===== config.mk =====
export PLATFORM = sky130hd
export DESIGN_NAME = imem_arbiter_flat
export DESIGN_NICKNAME = d
export VERILOG_FILES = /design/src/rtl/imem_arbiter_if.sv /design/src/rtl/imem_arbiter.sv /design/src/flat_wrapper.sv
export SDC_FILE = /design/constraint.sdc
export NUM_CORES = 1
export LEC_CHECK = 0
export CORE_MARGIN = 3
export CORE_UTILIZATION = 22
export CTS_BUF_LIST = sky130_fd_sc_hd__clkbuf_2 sky130_fd_sc_hd__clkbuf_4 sky130_fd_sc_hd__clkbuf_8
export DETAILED_ROUTE_END_ITERATION = 7
export PLACE_DENSITY = 0.83
export SLEW_MARGIN = 20
export SYNTH_ARGS = -nofsm -noshare
export SYNTH_HDL_FRONTEND = slang
export SYNTH_SLANG_ARGS = --single-unit

===== constraint.sdc =====
create_clock -name clk -period 1.6 [get_ports clk]
set_input_delay 0.24 -clock clk [delete_from_list [all_inputs] [get_ports clk]]
set_output_delay 0.24 -clock clk [all_outputs]
set_load 0.01 [all_outputs]

===== src/rtl/imem_arbiter_if.sv =====
// imem_arbiter_if: fetch, loader and memory-side signals of the imem arbiter.
// slave = arbiter side, master = requesters/memory side.
interface imem_arbiter_if #(
  parameter int ADDR_W = 9,
  parameter int DATA_W = 32
);
  logic              halt;
  logic              l_done;
  logic              f_req;
  logic [ADDR_W-1:0] f_addr;
  logic              f_gnt;
  logic              f_rvalid;
  logic [DATA_W-1:0] f_rdata;
  logic              l_req;
  logic              l_we;
  logic [ADDR_W-1:0] l_addr;
  logic [DATA_W-1:0] l_wdata;
  logic              l_gnt;
  logic              l_rvalid;
  logic [DATA_W-1:0] l_rdata;
  logic [ADDR_W-1:0] mem_addr;
  logic [DATA_W-1:0] mem_din;
  logic              mem_wea;
  logic [DATA_W-1:0] mem_dout;
  logic              state_run;

  modport slave (
    input  halt, l_done,
    input  f_req, f_addr,
    output f_gnt, f_rvalid, f_rdata,
    input  l_req, l_we, l_addr, l_wdata,
    output l_gnt, l_rvalid, l_rdata,
    output mem_addr, mem_din, mem_wea,
    input  mem_dout,
    output state_run
  );

  modport master (
    output halt, l_done,
    output f_req, f_addr,
    input  f_gnt, f_rvalid, f_rdata,
    output l_req, l_we, l_addr, l_wdata,
    input  l_gnt, l_rvalid, l_rdata,
    input  mem_addr, mem_din, mem_wea,
    output mem_dout,
    input  state_run
  );
endinterface


===== src/rtl/imem_arbiter.sv =====
// imem_arbiter: shares the instruction memory between fetch and loader.
// Define IMEM_ARB_STATS_EN for fetch-stall and loader-write counters.
module imem_arbiter #(
  parameter int ADDR_W     = 9,
  parameter int DATA_W     = 32,
  parameter int STARVE_MAX = 4
) (
  input  logic        clk,
  input  logic        rst,
  imem_arbiter_if.slave bus
`ifdef IMEM_ARB_STATS_EN
  ,
  output logic [31:0] fetch_stall_cnt,
  output logic [31:0] load_wr_cnt
`endif
);

  typedef enum logic {
    S_BOOT,
    S_RUN
  } state_t;

  typedef enum logic [1:0] {
    OWN_NONE,
    OWN_F,
    OWN_L
  } own_t;

  localparam logic [3:0] SMAX = 4'(STARVE_MAX);

  state_t            state, state_n;
  own_t              owner, owner_n;
  logic [3:0]        starve, starve_n;
  logic              f_g, l_g;
  logic              f_gq, l_gq;
  logic [ADDR_W-1:0] addr_sel;
  logic [DATA_W-1:0] rdata;

  always_ff @(posedge clk or posedge rst) begin
    if (rst) begin
      state  <= S_BOOT;
      owner  <= OWN_NONE;
      starve <= '0;
    end else begin
      state  <= state_n;
      owner  <= owner_n;
      starve <= starve_n;
    end
  end

  always_comb begin
    state_n  = state;
    starve_n = '0;
    f_g      = 1'b0;
    l_g      = 1'b0;
    if (state == S_BOOT) begin
      l_g = bus.l_req;
      if (bus.l_done) state_n = S_RUN;
    end else begin
      if (bus.f_req && (starve < SMAX)) f_g = 1'b1;
      else l_g = bus.l_req;
      if (bus.l_req && !l_g) starve_n = starve + 4'd1;
      if (bus.halt) begin
        state_n  = S_BOOT;
        starve_n = '0;
      end
    end
  end

  // grants are forced low for as long as reset is held
  assign f_gq = f_g & ~rst;
  assign l_gq = l_g & ~rst;

  always_comb begin
    owner_n = OWN_NONE;
    unique case (1'b1)
      f_gq:              owner_n = OWN_F;
      l_gq & ~bus.l_we:  owner_n = OWN_L;
      default:           owner_n = OWN_NONE;
    endcase
  end

  assign addr_sel = l_gq ? bus.l_addr : bus.f_addr;
  assign rdata    = bus.mem_dout;

  assign bus.f_gnt     = f_gq;
  assign bus.l_gnt     = l_gq;
  assign bus.mem_addr  = addr_sel;
  assign bus.mem_din   = bus.l_wdata;
  assign bus.mem_wea   = l_gq & bus.l_we;
  assign bus.f_rvalid  = (owner == OWN_F);
  assign bus.l_rvalid  = (owner == OWN_L);
  assign bus.f_rdata   = rdata;
  assign bus.l_rdata   = rdata;
  assign bus.state_run = (state == S_RUN);

`ifdef IMEM_ARB_STATS_EN
  always_ff @(posedge clk or posedge rst) begin
    if (rst) begin
      fetch_stall_cnt <= '0;
      load_wr_cnt     <= '0;
    end else begin
      if ((state == S_RUN) && bus.f_req && !f_gq
          && (fetch_stall_cnt != '1))
        fetch_stall_cnt <= fetch_stall_cnt + 32'd1;
      if (l_gq && bus.l_we && (load_wr_cnt != '1))
        load_wr_cnt <= load_wr_cnt + 32'd1;
    end
  end
`endif

endmodule


===== src/flat_wrapper.sv =====
// flat-port wrapper written by rule: the top's interface ports become plain ports
module imem_arbiter_flat 
#(
  parameter int ADDR_W     = 9,
  parameter int DATA_W     = 32,
  parameter int STARVE_MAX = 4
)
  (clk, rst, bus_halt, bus_l_done, bus_f_req, bus_f_addr, bus_f_gnt, bus_f_rvalid, bus_f_rdata, bus_l_req, bus_l_we, bus_l_addr, bus_l_wdata, bus_l_gnt, bus_l_rvalid, bus_l_rdata, bus_mem_addr, bus_mem_din, bus_mem_wea, bus_mem_dout, bus_state_run);
  imem_arbiter_if #(.ADDR_W(ADDR_W), .DATA_W(DATA_W)) bus_i ();
  input  logic clk;
  input  logic rst;
  input wire logic [$bits(bus_i.halt)-1:0] bus_halt;
  input wire logic [$bits(bus_i.l_done)-1:0] bus_l_done;
  input wire logic [$bits(bus_i.f_req)-1:0] bus_f_req;
  input wire logic [$bits(bus_i.f_addr)-1:0] bus_f_addr;
  output wire logic [$bits(bus_i.f_gnt)-1:0] bus_f_gnt;
  output wire logic [$bits(bus_i.f_rvalid)-1:0] bus_f_rvalid;
  output wire logic [$bits(bus_i.f_rdata)-1:0] bus_f_rdata;
  input wire logic [$bits(bus_i.l_req)-1:0] bus_l_req;
  input wire logic [$bits(bus_i.l_we)-1:0] bus_l_we;
  input wire logic [$bits(bus_i.l_addr)-1:0] bus_l_addr;
  input wire logic [$bits(bus_i.l_wdata)-1:0] bus_l_wdata;
  output wire logic [$bits(bus_i.l_gnt)-1:0] bus_l_gnt;
  output wire logic [$bits(bus_i.l_rvalid)-1:0] bus_l_rvalid;
  output wire logic [$bits(bus_i.l_rdata)-1:0] bus_l_rdata;
  output wire logic [$bits(bus_i.mem_addr)-1:0] bus_mem_addr;
  output wire logic [$bits(bus_i.mem_din)-1:0] bus_mem_din;
  output wire logic [$bits(bus_i.mem_wea)-1:0] bus_mem_wea;
  input wire logic [$bits(bus_i.mem_dout)-1:0] bus_mem_dout;
  output wire logic [$bits(bus_i.state_run)-1:0] bus_state_run;
  assign bus_i.halt = bus_halt;
  assign bus_i.l_done = bus_l_done;
  assign bus_i.f_req = bus_f_req;
  assign bus_i.f_addr = bus_f_addr;
  assign bus_f_gnt = bus_i.f_gnt;
  assign bus_f_rvalid = bus_i.f_rvalid;
  assign bus_f_rdata = bus_i.f_rdata;
  assign bus_i.l_req = bus_l_req;
  assign bus_i.l_we = bus_l_we;
  assign bus_i.l_addr = bus_l_addr;
  assign bus_i.l_wdata = bus_l_wdata;
  assign bus_l_gnt = bus_i.l_gnt;
  assign bus_l_rvalid = bus_i.l_rvalid;
  assign bus_l_rdata = bus_i.l_rdata;
  assign bus_mem_addr = bus_i.mem_addr;
  assign bus_mem_din = bus_i.mem_din;
  assign bus_mem_wea = bus_i.mem_wea;
  assign bus_i.mem_dout = bus_mem_dout;
  assign bus_state_run = bus_i.state_run;
  imem_arbiter #(.ADDR_W(ADDR_W), .DATA_W(DATA_W), .STARVE_MAX(STARVE_MAX)) u_core (.clk(clk), .rst(rst), .bus(bus_i));
endmodule

; ---- Word level (Yosys, flattened, before mapping)
; Cells that the tools add are included.
[totals]
regBits = 7
latch_bits = 0
mem_bits_rw = 0
rom_bits = 0
out_inout_bits = 111
wordCells = 29
mem_count = 0
[op_classes]
n_addsub = 1
multipliers = 0
n_div = 0
order_cmp = 1
n_eq_ne = 2
shifts = 0
mux = 13
bitwise = 6
n_reduce_logical = 3
[op_table]
columns = operator, count
row1 = $mux W4, 3
row2 = $mux W9, 1
row3 = $mux W1, 8
row4 = $add A4 B1 Y4 const B, 1
row5 = $and A1 B1 Y1, 4
row6 = $lt A4 B3 Y1 const B, 1
row7 = $pmux W2 S2, 1
row8 = $eq A2 B1 Y1 const B, 1
row9 = $eq A2 B2 Y1 const B, 1
row10 = $logic_and A1 B1 Y1, 2
row11 = $not A1 Y1, 2
row12 = $logic_not A1 Y1, 1

; ---- Logic depth before layout (Yosys ltp)
[logic_depth]
depth_word = 9
ltp_mapped = 4
ltp_nobuf = 3

; ---- Worst setup path after synthesis
; OpenSTA, ideal clock, no wires.
[synth_timing]
path_type = reg-to-output
from = register u_core.state, in the netlist u_core.bus.state_run
to = output port bus_mem_addr[0]
t_arrival_ps = 1243
slack_ps = 117
path_stages_with_launch = 5
path_buffers = 1
path_cell_list = dfrtp_1 > nand4bb_4 > and3_4 > buf_6 > mux2_4
[synth_via]
elab_chain_len = 3
[synth_lines]
columns = element, line_no
row1 = start: declaration, imem_arbiter.sv:31  ; state_t state, state_n;
row2 = start signal: assignment, imem_arbiter.sv:45  ; state <= state_n;
row3 = $mux W1, imem_arbiter.sv:56  ; if (state == S_BOOT) begin
row4 = $and A1 B1 Y1, imem_arbiter.sv:72  ; assign l_gq = l_g & ~rst;
row5 = named net bus_l_gnt, flat_wrapper.sv:23  ; output wire logic [$bits(bus_i.l_gnt)-1:0] bus_l_gnt;
row6 = $mux W9, imem_arbiter.sv:83  ; assign addr_sel = l_gq ? bus.l_addr : bus.f_addr;
row7 = end: declaration, flat_wrapper.sv:26  ; output wire logic [$bits(bus_i.mem_addr)-1:0] bus_mem_addr;
; The timed path passes the listed nets, and every way through them passes these cells.

; ---- Worst setup path in the final report
[layout_timing]
from = register u_core.starve[3]
to = output port bus_mem_addr[2]
[layout_via]
elab_chain_len = 7
[layout_lines]
columns = element, line_no
row1 = start: declaration, imem_arbiter.sv:33  ; logic [3:0] starve, starve_n;
row2 = start signal: assignment, imem_arbiter.sv:47  ; starve <= starve_n;
row3 = $lt A4 B3 Y1, imem_arbiter.sv:60  ; if (bus.f_req && (starve < SMAX)) f_g = 1'b1;
row4 = $logic_and A1 B1 Y1, imem_arbiter.sv:60
row5 = $mux W1, imem_arbiter.sv:60
row6 = $mux W1 (2 in series), imem_arbiter.sv:56
row7 = $and A1 B1 Y1, imem_arbiter.sv:72
row8 = $mux W9, imem_arbiter.sv:83
; Every way passes these cells. The select of a mux whose other input is x is not followed.

==> flow_summary.yaml <==
final_layout:
  drive_above_1_share_pct: 46.2
  antenna_cells: 0
  n_fill_cell: 540
  area_growth_pct: -6.22
  layout.nets: 182
timing:
  maxSlewViolCount: 0
  period_share_pct: 114
  hold_ws_ns: 0.257
  min_period_ns: 1.82
  setup_viol: 10
  hold_viol: 0
  fmax_mhz: 549
  skew_ns: 0.00126
  fin_setup_tns_ns: -1.67
  fin_ws_ns: -0.221
  rsz0062_at_grt: "true"
worst_setup_path:
  cp-startpoint: "u_core.starve[3]"
  crit_path_end_kind: "primary output"
  cp.arrival_ns: 1.58
  path_cells: "nand4bb_4 > and3_4 > buf_6 > mux2_4 > buf_6"
  reg2reg_setup_slack_ns: 0.20
  start_kind: "flop"
  reg2reg_depth: 6
  crit_type: "reg -> out"
  max_stage_delay_ns: 0.35
  worstSetupEndpoint: "bus_mem_addr[2]"
  path_depth: 5
  cp.required_ns: 1.36
  crit_fanout: 5
  critPathMostFrequentCell: "buf_6"
  r2r-start: "u_core.starve[3]"
  slowest_stage: "dfrtp_1"
  crit_buf_inv: 2
  reg2reg_to: "u_core.owner[1]"
  critical_path.top_delay_family: "simple AND/OR/NAND/NOR gates"
floorplanning:
  start_util_pct: 23.7
  die_w_microns: 78.8
  die_h_microns: 78.8
  rows: 25
  io_pins: 200
  dieArea_sq_mm: 0.00621
  core_sq_mm: 0.00491
cts:
  cts.clk_slew.worst_paths_ns: 0.04
  clock_latency_ns: 0.22
  cts_tree: "done"
  cts_made_buffers: 3
  cts_root_buffer: "clkbuf_8"
  cts_htree_levels: 1
  clock-sinks: 7
  clock_path_buffers: 2
global_route:
  grt_pass1_vias: 599
  grt_max_degree: 8
  antenna_found_initial: 0
  grt_first_pass_wirelength_microns: 3270
  overflow: 0
  grt_use_total_pct: 7.01
synthesis:
  synth-seq-area-share_pct: 15.0
  avgSynthCellArea_sq_um: 8.97
  netlist_top_cells_count: "96 x buf_4, 7 x dfrtp_1, 7 x mux2_4"
  synth_ff_type: "dfrtp_1"
  ys_seq_elements: 7
  yosysTopAreaCell: "buf_4"
  yosysUniqueCellTypes: 15
  syn_nets: 220
  synthTopCellsByArea: "buf_4 62%, dfrtp_1 15%, mux2_4 9.0%"
  postSynthCellCount: 130
  synth_most_common_cell: "buf_4"
  synthArstFlopShare_pct: 100
  synth_top_area_share_pct: 61.8
  yosys_warnings: 0
  synth_edf_count: 0
  syn_area_sq_mm: 0.00117
drt:
  routed_wl_microns: 2370
  viasPerCell: 3.42
  vias: 540
  avgRoutedWirePerCell_microns: 15.0
  postRouteAntennaNets: 0
  drc: 0
  drtPass1Iterations: 2
  drt_first_iter_violations: 10
run_status:
  status: "finished with violations"
  violations: "negative setup slack"
power_and_ir_drop:
  power_density_mw_per_mm2: 617
  p_leak_uw: 0.000501
  vdd_drop_max_v: 0.000551
run:
  drv_cap: 0
place:
  port_buffers: 39
  place.gp.congestion: 0.647
  dpl.hpwl_microns: 1910
hold_path:
  hold_class: "in -> async"
-- through the flow --
stage                     setup WS (ns)  util, %  area, sq um  std cells  power, uW
after global routing             -0.283     22.3         1090        158        718
after CTS                        -0.240     22.2         1090        157        687
after detailed placement         -0.597     19.3          946        144        391
final                            -0.221     22.3         1090        158        675
after global placement           -0.583     19.3          946        144        389
after floorplan                   0.117        -         1170        130        508
-- worst min-delay path by stage --
stage	from	endpoint	slack, ns	cells after the start
final	rst	u_core.starve[0]	0.26	4
after global routing	rst	u_core.owner[1]	0.28	4
after CTS	rst	u_core.starve[2]	0.26	4
after detailed placement	u_core.starve[0]	u_core.starve[0]	0.45	1
after global placement	u_core.starve[0]	u_core.starve[0]	0.42	1
after floorplan	rst	u_core.bus.state_run	0.05	1
-- power breakdown --
group	switching (uW)	internal [uW]	total (uW)
Clock	69.8	189	259
Sequential	3.86	184	188
Combinational	71.0	157	229
Total	145	530	675
-- registers in the layout, indices dropped and copies added, names as in the netlist --
register              count
u_core.bus.state_run      1
u_core.owner              2
u_core.starve             4
-- worst min-delay path: stages --
cell and delay [ns]:
dlygate4sd2_1 0.25, inv_2 0.07, buf_4 0.10, buf_4 0.15
-- cell usage in the layout (no fill, tap or decap) --
master	Yosys	layout
mux2_2	2	2
mux2_4	7	7
buf_4	96	8
and2_1	3	3
nor3b_1	1	1
conb_1	1	1
ha_1	1	1
nor2_1	2	2
dlygate4sd2_1	0	3
buf_2	0	2
clkbuf_4	0	1
buf_6	1	15
nand4bb_4	1	1
clkdlybuf4s50_1	0	24
inv_1	2	1
mux2i_1	1	1
clkdlybuf4s15_1	0	1
clkbuf_8	0	3
dfrtp_1	7	7
and3_4	1	2
inv_2	0	1
nor2b_1	4	4
-- repair_timing --
item                       in CTS  in global routing
gates cloned                    1                  0
resized for setup              66                  1
hold buffers                    0                  0
hold endpoints to repair        0                  0
pin swaps                       4                  2
setup buffers                   8                  1
setup endpoints to repair      12                 11
-- area by class of cell --
class	count	area, sq um	area share (%)
sequential	7	175	16.0
tap	67	83.8	7.67
multi-input combinational	25	263	24.0
timing repair buffer	53	515	47.1
clock buffer	4	48.8	4.46
inverter	2	7.51	0.686
-- layer usage --
layer  GRT usage (%)  routed length, microns  vias to the layer above
met3            4.88                     382                       25
met5               0                       0                        -
met4            5.24                     123                        0
li1                -                       -                      227
met2            11.0                    1180                       45
met1            6.25                     687                      243
-- cell families (layout without fill, tap and decap cells) --
family / Yosys count / after routing / synth area share [%]
buffers and inverters: 99 / 59 / 63.4
and+or+nand+nor: 12 / 13 / 8.37
muxes: 10 / 10 / 11.8
DFF: 7 / 7 / 15.0
adders and majority gates: 1 / 1 / 1.07
other: 1 / 1 / 0.322
Note: power is estimated with default switching activity, not from simulation.
